<file path="config.mk">
export PLATFORM = sky130hd
export DESIGN_NAME = button_debouncer_multi
export DESIGN_NICKNAME = d
export VERILOG_FILES = /design/src/rtl/mic_array_pkg.sv /design/src/rtl/debounce_channel.sv /design/src/rtl/button_debouncer_multi.sv
export SDC_FILE = /design/constraint.sdc
export NUM_CORES = 1
export LEC_CHECK = 0
export BUFFER_PORTS_ARGS = -buffer_cell sky130_fd_sc_hd__buf_2
export CAP_MARGIN = 20
export CORE_MARGIN = 10
export CORE_UTILIZATION = 57
export DETAILED_ROUTE_END_ITERATION = 10
export PLACE_DENSITY = 0.78
export SYNTH_ARGS = -nofsm -noshare
export SYNTH_HDL_FRONTEND = slang
export SYNTH_SLANG_ARGS = --single-unit
</file>
<file path="constraint.sdc">
create_clock -name clk -period 7.4 [get_ports clk]
set_clock_uncertainty 0.15 [all_clocks]
set_input_delay 1.48 -clock clk [delete_from_list [all_inputs] [get_ports clk]]
set_output_delay 1.48 -clock clk [all_outputs]
set_load 0.01 [all_outputs]
</file>
<file path="src/rtl/mic_array_pkg.sv">
// Board-level constants shared across the mic-array design.
package mic_array_pkg;
  localparam int unsigned CLK_HZ            = 50_000_000;
  localparam int unsigned DEBOUNCE_CNT_W    = 18;
  localparam int unsigned LONG_PRESS_CYCLES = CLK_HZ;
endpackage

</file>
<file path="src/rtl/debounce_channel.sv">
// One push-button channel: polarity fix, 2-flop sync, stability window,
// debounced level plus press/release/long-press pulses.
module debounce_channel #(
  parameter int unsigned CNT_W       = 18,
  parameter int unsigned HOLD_CYCLES = 50_000_000,
  parameter logic        INVERT      = 1'b0
) (
  input  logic clk,
  input  logic rst,
  input  logic pb_in,
  output logic pb_out,
  output logic pb_next,
  output logic press,
  output logic released,
  output logic long_press
);
  localparam int unsigned HOLD_W = $clog2(HOLD_CYCLES + 1);
  localparam logic [HOLD_W-1:0] HOLD_MAX = HOLD_W'(HOLD_CYCLES);
  localparam logic [HOLD_W-1:0] HOLD_PRE = HOLD_W'(HOLD_CYCLES - 1);

  logic              pin;
  logic              sync_a;
  logic              sync_b;
  logic [CNT_W-1:0]  cnt;
  logic [CNT_W-1:0]  cnt_next;
  logic [HOLD_W-1:0] hold;

  assign pin = pb_in ^ INVERT;

  // Counter wraps to zero by itself on the cycle the new level is accepted.
  always_comb begin
    pb_next  = pb_out;
    cnt_next = '0;
    if (sync_b != pb_out) begin
      cnt_next = cnt + 1'b1;
      if (&cnt) pb_next = sync_b;
    end
  end

  always_ff @(posedge clk or posedge rst) begin
    if (rst) begin
      sync_a     <= 1'b0;
      sync_b     <= 1'b0;
      cnt        <= '0;
      hold       <= '0;
      pb_out     <= 1'b0;
      press      <= 1'b0;
      released   <= 1'b0;
      long_press <= 1'b0;
    end else begin
      sync_a     <= pin;
      sync_b     <= sync_a;
      cnt        <= cnt_next;
      pb_out     <= pb_next;
      press      <= pb_next & ~pb_out;
      released   <= ~pb_next & pb_out;
      // hold stays 0 on the press edge and counts only across held cycles
      if (!(pb_next && pb_out)) hold <= '0;
      else if (hold != HOLD_MAX) hold <= hold + 1'b1;
      long_press <= pb_next && pb_out && (hold == HOLD_PRE);
    end
  end
endmodule

</file>
<file path="src/rtl/button_debouncer_multi.sv">
// N_CH independent debounced push buttons with event pulses and a
// registered any-pressed flag.
module button_debouncer_multi
  import mic_array_pkg::*;
#(
  parameter int unsigned     N_CH        = 4,
  parameter int unsigned     CNT_W       = DEBOUNCE_CNT_W,
  parameter int unsigned     HOLD_CYCLES = LONG_PRESS_CYCLES,
  parameter logic [N_CH-1:0] INVERT      = '0
) (
  input  logic            clk,
  input  logic            rst,
  input  logic [N_CH-1:0] pb_in,
  output logic [N_CH-1:0] pb_out,
  output logic [N_CH-1:0] press,
  output logic [N_CH-1:0] released,
  output logic [N_CH-1:0] long_press,
  output logic            any_pressed
);
  logic [N_CH-1:0] pb_next;

  for (genvar i = 0; i < N_CH; i++) begin : g_ch
    debounce_channel #(
      .CNT_W      (CNT_W),
      .HOLD_CYCLES(HOLD_CYCLES),
      .INVERT     (INVERT[i])
    ) u_ch (
      .clk       (clk),
      .rst       (rst),
      .pb_in     (pb_in[i]),
      .pb_out    (pb_out[i]),
      .pb_next   (pb_next[i]),
      .press     (press[i]),
      .released  (released[i]),
      .long_press(long_press[i])
    );
  end

  // Built from next-state levels so it moves on the same edge as pb_out.
  always_ff @(posedge clk or posedge rst) begin
    if (rst) any_pressed <= 1'b0;
    else     any_pressed <= |pb_next;
  end
endmodule

</file>
* Yosys cells after proc, flatten, opt, wreduce, memory -nomap -nowiden
Index checks and enable logic that the tools add are counted.
** Word-level totals
- Register bits after elaboration :: 201
- Bits of input ports :: 6
- Logic and storage cells :: 106
** Cells by class
- Add/sub/neg operators :: 8
- Equal/unequal tests :: 16
- Multiplexer cells :: 20
- Bitwise logic cells :: 16
- Reductions and logical operators :: 13
** Operators with widths (number)
- two-way mux 26 bit :: 8
- adder 26 x 1 -> 26 bit, second input constant :: 4
- equality test 26 bit, second input constant :: 4
- inequality test 26 bit, second input constant :: 4
- adder 18 x 1 -> 18 bit, second input constant :: 4
- two-way mux 18 bit :: 4
- AND reduction 18 bit :: 4
- AND 1 bit :: 8
- logical AND 1 bit :: 8
- two-way mux 1 bit :: 8
- inequality test 2 bit, second input constant :: 4
- NOT 1 bit :: 8
- inequality test 1 bit :: 4
- OR reduction 4 bit :: 1

* Depth between registers and ports, before layout
Gate-level depths: netlist of the first run.
- Depth in word-level cells :: 5
- Mapped depth :: 8

* Cells and area by module
Synthesis of the first run repeated with hierarchy kept, for this count alone.
** Second synthesis, totals
- Cells, all modules :: 1040
- Area total of the unflattened synthesis :: 10213.5 um^2
** By module, submodules not included
- debounce_channel (g_ch[0].u_ch ...) :: times used 3, cells an instance 259, area each 2543.7 um^2, seq. area each 1251.2 um^2
- debounce_channel (g_ch[1].u_ch) :: times used 1, cells an instance 260, area each 2546.2 um^2, seq. area each 1251.2 um^2
- button_debouncer_multi :: times used 1, cells an instance 3, area each 36.3 um^2, seq. area each 25.0 um^2

* Worst setup path before layout of the first run
Ideal clock, no wire load.
- Path kind :: register to output
- Start :: reg g_ch[3].u_ch.pb_out
- End :: out pb_out[3]
- Arrival :: 591 ps
- Data required time :: 5770 ps
- Setup slack :: 5179 ps
- Cell stages (with the launch flop) :: 2
- Cell sequence :: dfrtp_1 buf_4
** RTL lines
- from (decl) :: line debounce_channel.sv:11 : output logic pb_out,
- from (signal assigned) :: line debounce_channel.sv:54 : pb_out <= pb_next;
- to (decl) :: line button_debouncer_multi.sv:14 : output logic [N_CH-1:0] pb_out,
No word-level cell between the ends.

* Worst setup path in the final report of the first run
- Start :: reg g_ch[2].u_ch.pb_out
- End :: out pb_out[2]
** RTL lines (line)
- from (decl) :: debounce_channel.sv:11
- from (signal assigned) :: debounce_channel.sv:54
No word-level cell between the ends.

==> results_dict.tcl, run 1 <==
set metrics [dict create \
    rsz0062_at_grt "no" \
    routed_via_density 5.41 \
    worstPathRequired_ps 5770 \
    hold_buffers 0 \
    avgRoutedWirePerCell_microns 14.0 \
    grt_pass1_wl_microns 29700 \
    yosysSeqAreaShare_pct 52.3 \
    setup_viol 0 \
    peakVddDrop_v 0.000199 \
    slew_violations 0 \
    fin_crit_ps 2780 \
    cp_num_cells 1 \
    hold_end "g_ch[2].u_ch.sync_b$_DFF_PP0_" \
    io_pins 23 \
    regArea_sq_um 5030 \
    worst_slack_ps 4620 \
    synth_edf_count 0 \
    area_delta_synth_final_pct 9.81 \
    p_comb_share_pct 1.8 \
    critPathSlowestCell "dfrtp_1" \
    postCtsResizedCells 0 \
    status "finished clean" \
    clk_pin_slew_ps 60 \
    hold_class "reg2reg" \
    htreeDepth 1 \
    pwr-share-seq_pct 50.1 \
    r2r_end "g_ch[0].u_ch.hold[16]$_DFFE_PP0P_" \
    ys_ff_latch 201 \
    synth_flop_cell "dfrtp_1" \
    sw_frac_of_total_pct 20.6 \
    p_per_area_nw_per_um2 210 \
    crit_fanout 6 \
    first_pass_iters 5 \
    die_h_microns 150 \
    tightest_slew_ps 1030 \
    crit_type "reg2out" \
    synth_area_sq_um 9620 \
    crit_path_end_kind "primary output" \
    r2r.worst_path.cells 6 \
    path_cells "buf_2" \
    cts_tree "done" \
    worst-path-buf-inv 1 \
    power.switching_mw 0.458 \
    drc 0 \
    cap_violations 0 \
    initial_core_util_pct 58.0 \
    dieArea_sq_um 22500 \
    clk_latency_ps 490 \
    intPower_mw 1.76 \
    grt_use_total_pct 15.3 \
    cts_buffers 22 \
    rows 47 \
    fillers 1336 \
    startpoint_type "register" \
    syn_area_per_cell_sq_um 10.2 \
    antenna_found_initial 0 \
    setup_tns_ps 0 \
    slew_headroom_pct 31.1 \
    multi_input_area_sq_um 4290 \
    fin_crit_sh_pct 37.6 \
    min-delay-start "g_ch[2].u_ch.sync_a$_DFF_PP0_" \
    hold_viol_final 0 \
    max_freq_mhz 360 \
    synth_area_leaders "dfrtp_1 (52%), xor2_1 (9.1%), nor2_1 (7.5%)" \
    dp.cells 1156 \
    cp_data_arrival_time_ps 1150 \
    antenna_cells 0 \
    p_leak_nw 4.44 \
    clockBufferDepth 3 \
    clockRootBuffer "clkbuf_16" \
    stdcell_count 1194 \
    grt_max_degree 139 \
    place_congestion 0.792 \
    async_reset_ff_share_pct 100 \
    die_x_microns 150 \
    synth_cell_types 47 \
    pre_cts_ws_ps 4060 \
    vias 6463 \
    antenna_left 0 \
    fin_hold_ws_ps 196 \
    placed_area_sq_um 9840 \
    io_buffers 22 \
    drtIter0Drc 428 \
    p_clk_share_pct 48.1 \
    cpPeakStageDelay_ps 470 \
    cts_setup_buffers 0 \
    p_total_mw 2.22 \
    dp_hpwl_microns 10600 \
    hold_depth 0 \
    synth_top_area_share_pct 52.3 \
    cts_sinks 201 \
    synth_top_area_cell "dfrtp_1" \
    design_area_sq_um 10600 \
    r2r_slack_ps 4780 \
    ys_warn_count 0 \
    drive_above_1_share_pct 9.34 \
    synth_cells 939 \
    core_area_sq_um 16600 \
    gr-total-overflow 0 \
    syn-num-nets 957 \
    fin_util_pct 63.7 \
    wl_microns 16700 \
    reg2reg_from "g_ch[0].u_ch.cnt[0]$_DFF_PP0_" \
    critical_path.top_delay_family "flip-flops" \
    grt_pass1_vias 6452 \
    final_nets 978 \
]
-- logic make-up (layout without fill, tap and decap cells) --
| kind of cell | Yosys count | after routing | synth area share, % |
|---|---|---|---|
| multiplexers | 8 | 8 | 0.898 |
| AO/OA/AOI/OAI | 24 | 24 | 1.52 |
| AND/OR/NAND/NOR | 486 | 486 | 26.4 |
| flip-flops | 201 | 201 | 52.3 |
| adder cells (fa/ha/maj) | 12 | 12 | 1.56 |
| buffers and inverters | 52 | 87 | 3.15 |
| XOR/XNOR | 156 | 156 | 14.2 |
-- metal layers --
| metal | track usage (%) | routed length (microns) | up-vias |
|---|---|---|---|
| met1 | 20.6 | 7950 | 3165 |
| met3 | 2.72 | 518 | 30 |
| li1 | - | - | 3203 |
| met5 | 0 | 0 | - |
| met2 | 25.0 | 7850 | 65 |
| met4 | 4.23 | 372 | 0 |
-- layout make-up --
class	instances	share of cell area, %
Sequential cell	201	47.6
Clock inverter	7	0.592
Inverter	20	0.782
Tap cell	220	2.61
Clock buffer	31	6.21
Multi-Input combinational cell	686	40.6
Timing Repair Buffer	29	1.61
-- how the worst max path moves through the flow --
stage	start	to
6_report	g_ch[2].u_ch.pb_out$_DFF_PP0_	pb_out[2]
5_1_grt	rst	g_ch[1].u_ch.hold[8]$_DFFE_PP0P_
4_1_cts	rst	g_ch[2].u_ch.cnt[0]$_DFF_PP0_
3_5_place_dp	rst	g_ch[2].u_ch.cnt[7]$_DFF_PP0_
3_3_place_gp	rst	g_ch[2].u_ch.cnt[7]$_DFF_PP0_
2_1_floorplan	rst	any_pressed$_DFF_PP0_
-- power groups by stage --
| stage | combinational, mW | sequential [mW] | clock (mW) |
|---|---|---|---|
| finish | 0.0395 | 1.11 | 1.07 |
| global placement | 0.0407 | 1.13 | 0 |
| CTS | 0.0419 | 1.11 | 1.10 |
| floorplan | 0.0290 | 1.13 | 0 |
| detailed placement | 0.0415 | 1.13 | 0 |
| global route | 0.0473 | 1.11 | 1.14 |
-- synthesized netlist by cell type, types with 2 or more instances --
library cell and count:
a21oi_1 11, and2_1 10, and3_1 21, and4_1 11, buf_2 2, buf_4 20, buf_6 4, clkbuf_1 6
dfrtp_1 201, ha_1 12, inv_1 20, mux2i_1 6, nand2_1 48, nand2b_1 3, nand3_1 69, nand3_2 3
nand4_1 48, nand4b_1 3, nor2_1 193, nor2b_1 4, nor3_1 18, nor3_2 4, nor3b_1 9, nor4_1 8
nor4_4 4, nor4b_1 5, o21ai_0 8, o21ai_2 3, or3_1 10, or3b_2 3, or4b_1 2, xnor2_1 56
xor2_1 100
-- registers in the layout (all words and copies together) (netlist names) --
| signal | flops |
|---|---|
| g_ch.u_ch.cnt | 72 |
| g_ch.u_ch.hold | 104 |
| g_ch.u_ch.pb_out | 4 |
| g_ch.u_ch.long_press | 4 |
| g_ch.u_ch.sync_a | 4 |
| g_ch.u_ch.sync_b | 4 |
| any_pressed | 1 |
| g_ch.u_ch.press | 4 |
| g_ch.u_ch.released | 4 |
-- layout by cell type (no fill, tap or decap), drive strengths merged, types with 2 or more instances in the layout --
master	netlist	layout
ha	12	12
xnor2	56	56
nor3b	9	9
nor2	194	194
or3	11	11
buf	26	29
nor4b	5	5
nor3	23	23
nand4	49	49
nor4	12	12
o21ai	12	12
or3b	3	3
mux2	2	2
and3	21	21
inv	20	20
xor2	100	100
and4	11	11
or4b	2	2
clkinv	0	5
nor2b	4	4
mux2i	6	6
nand4b	3	3
clkbuf	6	31
a21oi	11	11
nand2b	3	3
nand3	73	73
dfrtp	201	201
nand2	48	48
and2	10	10
Power figures use the tool's default switching activity.
==> run 2, diff against run 1 <==
--- a/config.mk
+++ b/config.mk
@@ -8,9 +8,9 @@
 export BUFFER_PORTS_ARGS = -buffer_cell sky130_fd_sc_hd__buf_2
 export CAP_MARGIN = 20
 export CORE_MARGIN = 10
-export CORE_UTILIZATION = 57
+export CORE_UTILIZATION = 63
 export DETAILED_ROUTE_END_ITERATION = 10
-export PLACE_DENSITY = 0.78
+export PLACE_DENSITY = 0.81
 export SYNTH_ARGS = -nofsm -noshare
 export SYNTH_HDL_FRONTEND = slang
 export SYNTH_SLANG_ARGS = --single-unit
==> constraint.sdc (replaced) <==
create_clock -name clk -period 2.6 [get_ports clk]
set_clock_uncertainty 0.15 [all_clocks]
set_input_delay 0.52 -clock clk [delete_from_list [all_inputs] [get_ports clk]]
set_output_delay 0.52 -clock clk [all_outputs]
set_load 0.01 [all_outputs]
==> run 2 against run 1 <==
- highest routed layer unchanged
- cell area grew 1.5%
- combinational power grew to 3.3 times the previous value
- clock-buffer cell count shrank 5
- power grew to 2.9 times the previous value
- sequential share of layout area shrank 0.70 points
- routed wire length grew 2.7%
- cell count shrank 1.3%
- sequential power grew to 2.9 times the previous value
- global-route usage grew 2.3 points
- critical path depth grew 6
- non-clock buffer count grew 15
==> results_dict.tcl, run 2 (synthesized netlist as in run 1, its figures left out) <==
set metrics [dict create \
    status "finished clean" \
    wl_microns 17100 \
    fin_crit_ps 2280 \
    stdcell_count 1178 \
    cts_tree "done" \
    vias 6585 \
    avgRoutedWirePerCell_microns 14.6 \
    setup_viol 0 \
    antenna_cells 0 \
    drive_above_1_share_pct 10.3 \
    grt_use_met1_pct 23.5 \
    cts_setup_buffers 0 \
    fin_crit_sh_pct 87.7 \
    cts_sinks 201 \
    area_delta_synth_final_pct 11.4 \
    final_nets 993 \
    clockBufferDepth 3 \
    top_usage_layer "met2" \
    io_buffers 22 \
    antenna_found_initial 0 \
    worstPathRequired_ps 2830 \
    cap_violations 0 \
    crit_fanout 7 \
    dp_hpwl_microns 11200 \
    cts_buffers 22 \
    tightest_slew_ps 666 \
    drtIter0Drc 306 \
    die_x_microns 144 \
    fillers 1053 \
    dp.cells 1134 \
    die_h_microns 144 \
    drc 0 \
    place_congestion 0.840 \
    fin_hold_ws_ps 198 \
    initial_core_util_pct 63.7 \
    clk_pin_slew_ps 60 \
    htreeDepth 1 \
    clockRootBuffer "clkbuf_16" \
    gr-total-overflow 0 \
    startpoint_type "register" \
    dieArea_sq_um 20600 \
    largest_register_ff_count 104 \
    crit_path_end_kind "register" \
    grt.met3_usage_pct 2.54 \
    gr-usage-met2_pct 29.3 \
    layout_common_cells "dfrtp_1 (201), nor2_1 (193), xor2_1 (100), nand3_1 (69), xnor2_1 (56)" \
    cp_data_arrival_time_ps 2510 \
    grt_max_degree 82 \
    max_freq_mhz 439 \
    hold_viol_final 0 \
    slew_violations 0 \
    io_pins 23 \
    top_register "g_ch.u_ch.hold" \
    p_leak_nw 4.53 \
    layout_commonest_cell "dfrtp_1" \
    hold_class "reg2reg" \
    core_area_sq_um 15100 \
    peakVddDrop_v 0.000511 \
    first_pass_iters 5 \
    rsz0062_at_grt "no" \
    rows 45 \
    routed_via_density 5.59 \
    crit_type "reg2reg" \
    slew_headroom_pct 55.3 \
    p_per_area_nw_per_um2 609 \
    reg_top3 "g_ch.u_ch.hold: 104 flops, g_ch.u_ch.cnt: 72 flops" \
    antenna_left 0 \
    grt_pass1_wl_microns 30800 \
    grt_use_total_pct 17.6 \
    clk_latency_ps 510 \
    setup_tns_ps 0 \
    grt_pass1_vias 6800 \
]
## run 2: changes by cell type in the layout (fill, tap and decap cells not counted), sizes merged
| cell | delta |
|---|---|
| bufinv | +3 |
| clkinv | +2 |
| buf | +10 |
| clkinvlp | +1 |
| clkbuf | -5 |
| dlygate4sd3 | +5 |
## run 2: what timing repair did
action / CTS / global route
hold buffers: 5 / 0
gates resized for setup: 0 / 0
endpoints found under the hold margin: 15 / 0
## run 2: final cells by class
class                   count  area (sq um)  share of cell area [%]
clock buffers              26           576                    5.37
clock inverters            13           189                    1.76
inverters                  20          78.8                   0.735
multi-input cells         686          4290                    40.0
flip-flops and latches    201          5030                    46.9
well taps                 188           235                    2.19
repair buffers             44           325                    3.03
## run 2: worst max-delay path: stages (launching register included)
cell and delay (ps):
dfrtp_1 390, ha_1 200, and3_1 280, and3_1 240, nand3_1 200, o21ai_2 420
buf_4 220, nor2_1 50
## run 2: metal layers
layer / vias to the layer above / wire [microns] / part of all wire (%)
li1: 3248 / - / -
met1: 3204 / 8010 / 47
met2: 106 / 8310 / 49
met3: 27 / 504 / 2.9
met4: 0 / 314 / 1.8
met5: - / 0 / 0
## run 2: final timing paths
check,depth (start not counted),end,startpoint,slack [ps]
max,7,g_ch[0].u_ch.hold[18]$_DFFE_PP0P_,g_ch[0].u_ch.cnt[0]$_DFF_PP0_,320
min,0,g_ch[3].u_ch.sync_b$_DFF_PP0_,g_ch[3].u_ch.sync_a$_DFF_PP0_,200
max reg2reg,7,g_ch[0].u_ch.hold[18]$_DFFE_PP0P_,g_ch[0].u_ch.cnt[0]$_DFF_PP0_,320
min reg2reg,0,g_ch[3].u_ch.sync_b$_DFF_PP0_,g_ch[3].u_ch.sync_a$_DFF_PP0_,200
max in group asynchronous,4,g_ch[1].u_ch.hold[19]$_DFFE_PP0P_,rst,1330
min in group asynchronous,4,g_ch[3].u_ch.sync_b$_DFF_PP0_,rst,570
## run 2: power by group
part / switching, mW / total [mW] / internal [mW]
logic: 0.0904 / 0.130 / 0.0393
registers: 0.0204 / 3.17 / 3.15
clock network: 1.24 / 3.23 / 2.00
total: 1.35 / 6.53 / 5.18
## run 2: through the flow
stage          worst slack [ps]  power (mW)  area [sq um]  util (%)
3_5_place_dp                367        3.35          9900      65.6
3_3_place_gp                404        3.35          9900      65.6
4_1_cts                     332        6.61         10700      71.0
5_1_grt                     164        6.74         10700      71.0
2_1_floorplan              -672        3.31          9620         -
6_report                    320        6.53         10700      71.0
==> run 3, diff against run 2 <==
--- a/config.mk
+++ b/config.mk
@@ -8,9 +8,10 @@
 export BUFFER_PORTS_ARGS = -buffer_cell sky130_fd_sc_hd__buf_2
 export CAP_MARGIN = 20
 export CORE_MARGIN = 10
-export CORE_UTILIZATION = 63
+export CORE_UTILIZATION = 65
+export CTS_BUF_LIST = sky130_fd_sc_hd__clkbuf_2
 export DETAILED_ROUTE_END_ITERATION = 10
-export PLACE_DENSITY = 0.81
+export PLACE_DENSITY = 0.83
 export SYNTH_ARGS = -nofsm -noshare
 export SYNTH_HDL_FRONTEND = slang
 export SYNTH_SLANG_ARGS = --single-unit
==> run 3 against run 2 <==
- non-clock buffer count unchanged
- clock power down 34%
- utilization up 0.59 points
- die area down 2.7%
- first-iteration DRC count up 49%
- setup slack worse by 26 ps
- sequential power about the same
- critical endpoint is now g_ch[0].u_ch.hold[23]$_DFFE_PP0P_
==> results_dict.tcl, run 3 (synthesized netlist as in run 1, its figures left out) <==
set metrics [dict create \
    placed_area_sq_um 9900 \
    r2r_slack_ps 290 \
    fin_crit_ps 2310 \
    routed_via_density 5.54 \
    dieArea_sq_um 20100 \
    critPathSlowestCell "dfrtp_1" \
    top_register "g_ch.u_ch.hold" \
    antenna_left 0 \
    r2r_end "g_ch[0].u_ch.hold[23]$_DFFE_PP0P_" \
    antenna_found_initial 1 \
    wl_microns 17400 \
    power.switching_mw 1.36 \
    layout_commonest_cell "dfrtp_1" \
    initial_core_util_pct 66.2 \
    pwr-share-seq_pct 58.3 \
    clk_pin_slew_ps 110 \
    drc 0 \
    multi_input_area_sq_um 4290 \
    core_area_sq_um 14500 \
    io_buffers 22 \
    cts_setup_buffers 0 \
    reg2reg_from "g_ch[0].u_ch.cnt[0]$_DFF_PP0_" \
    setup_viol 0 \
    fillers 1082 \
    drive_above_1_share_pct 13.0 \
    status "finished clean" \
    crit_type "reg2reg" \
    rsz0062_at_grt "no" \
    gr-total-overflow 0 \
    die_h_microns 142 \
    cpPeakStageDelay_ps 400 \
    cts_tree "done" \
    worstPathRequired_ps 3090 \
    slew_headroom_pct 53.4 \
    drtIter0Drc 456 \
    clockRootBuffer "clkbuf_2" \
    grt_pass1_wl_microns 30400 \
    startpoint_type "register" \
    p_comb_share_pct 2.4 \
    intPower_mw 4.07 \
    dp_hpwl_microns 11300 \
    pre_cts_ws_ps 343 \
    tightest_slew_ps 694 \
    r2r.worst_path.cells 7 \
    grt_use_total_pct 17.6 \
    p_per_area_nw_per_um2 522 \
    clockBufferDepth 3 \
    reg_top3 "g_ch.u_ch.hold: 104 flops, g_ch.u_ch.cnt: 72 flops" \
    clk_latency_ps 800 \
    path_cells "ha_1, and3_1, and3_1, nand3_1, o21ai_2, buf_4, nor2_1" \
    regArea_sq_um 5030 \
    io_pins 23 \
    fin_hold_ws_ps 172 \
    htreeDepth 2 \
    avgRoutedWirePerCell_microns 14.2 \
    p_clk_share_pct 39.3 \
    crit_fanout 14 \
    max_freq_mhz 434 \
    crit_path_end_kind "register" \
    largest_register_ff_count 104 \
    fin_util_pct 71.6 \
    cts_buffers 49 \
    critical_path.most_common_cell "and3_1" \
    vias 6775 \
    place_congestion 0.842 \
    slew_violations 0 \
    cp_data_arrival_time_ps 2790 \
    first_pass_iters 5 \
    design_area_sq_um 10400 \
    cap_violations 0 \
    area_delta_synth_final_pct 8.23 \
    layout_common_cells "dfrtp_1 (201), nor2_1 (193), xor2_1 (100), nand3_1 (69), clkbuf_2 (65)" \
    p_leak_nw 4.49 \
    worst_slack_ps 295 \
    fin_crit_sh_pct 88.7 \
    grt_max_degree 74 \
    hold_viol_final 0 \
    hold_class "in2async" \
    peakVddDrop_v 0.000384 \
    setup_tns_ps 0 \
    cts_sinks 201 \
    grt_pass1_vias 6783 \
    rows 44 \
    final_nets 1020 \
    die_x_microns 142 \
    sw_frac_of_total_pct 25.1 \
]
## run 3: stage by stage
step           total power, mW  std cells
6_report                  5.43       1222
5_1_grt                   5.69       1222
4_1_cts                   5.51       1221
3_5_place_dp              3.36       1130
3_3_place_gp              3.35       1130
2_1_floorplan             3.31        939
## run 3: cell type report
class                   instances  share of cell area [%]
inverters                      20                   0.757
clock inverters                21                    1.27
flip-flops and latches        201                    48.3
clock buffers                  65                    3.12
multi-input cells             686                    41.2
well taps                     184                    2.21
diodes                          1                  0.0240
repair buffers                 44                    3.12
## run 3: worst max-delay path, delay by kind of cell (launching register included)
kind,cells,cell delay (ps)
buf+inv,1,270
simple gates,4,740
flops,1,400
compound gates,1,400
fa+ha+maj,1,190
## run 3: how the worst max path moves through the flow
stage                             startpoint                                end  slack [ps]  cells after the start
6_report       g_ch[0].u_ch.cnt[0]$_DFF_PP0_  g_ch[0].u_ch.hold[23]$_DFFE_PP0P_         290                      7
5_1_grt        g_ch[0].u_ch.cnt[0]$_DFF_PP0_  g_ch[0].u_ch.hold[14]$_DFFE_PP0P_          90                      7
4_1_cts        g_ch[0].u_ch.cnt[0]$_DFF_PP0_  g_ch[0].u_ch.hold[19]$_DFFE_PP0P_         300                      7
3_5_place_dp   g_ch[0].u_ch.cnt[0]$_DFF_PP0_   g_ch[0].u_ch.hold[0]$_DFFE_PP0P_         340                      7
3_3_place_gp   g_ch[0].u_ch.cnt[0]$_DFF_PP0_  g_ch[0].u_ch.hold[14]$_DFFE_PP0P_         440                      7
2_1_floorplan                            rst              any_pressed$_DFF_PP0_        -670                      1
## run 3: what timing repair did
item                                   CTS  global route
gates resized for setup                  0             0
hold buffers                             5             0
endpoints found under the hold margin  106             0
## run 3: power groups by stage
stage / sequential [mW] / clock (mW) / combinational (mW)
CTS: 3.17 / 2.21 / 0.138
global placement: 3.23 / 0 / 0.128
floorplan: 3.22 / 0 / 0.0830
detailed placement: 3.23 / 0 / 0.131
global route: 3.17 / 2.37 / 0.152
finish: 3.17 / 2.13 / 0.132
## run 3: routing by layer
metal | routed length, microns | share of wire [%] | track usage [%] | vias to the layer above
li1 | - | - | - | 3314
met1 | 7900 | 45 | 22.9 | 3306
met2 | 8430 | 48 | 27.8 | 120
met3 | 673 | 3.9 | 4.04 | 35
met4 | 385 | 2.2 | 7.64 | 0
met5 | 0 | 0 | 0 | -
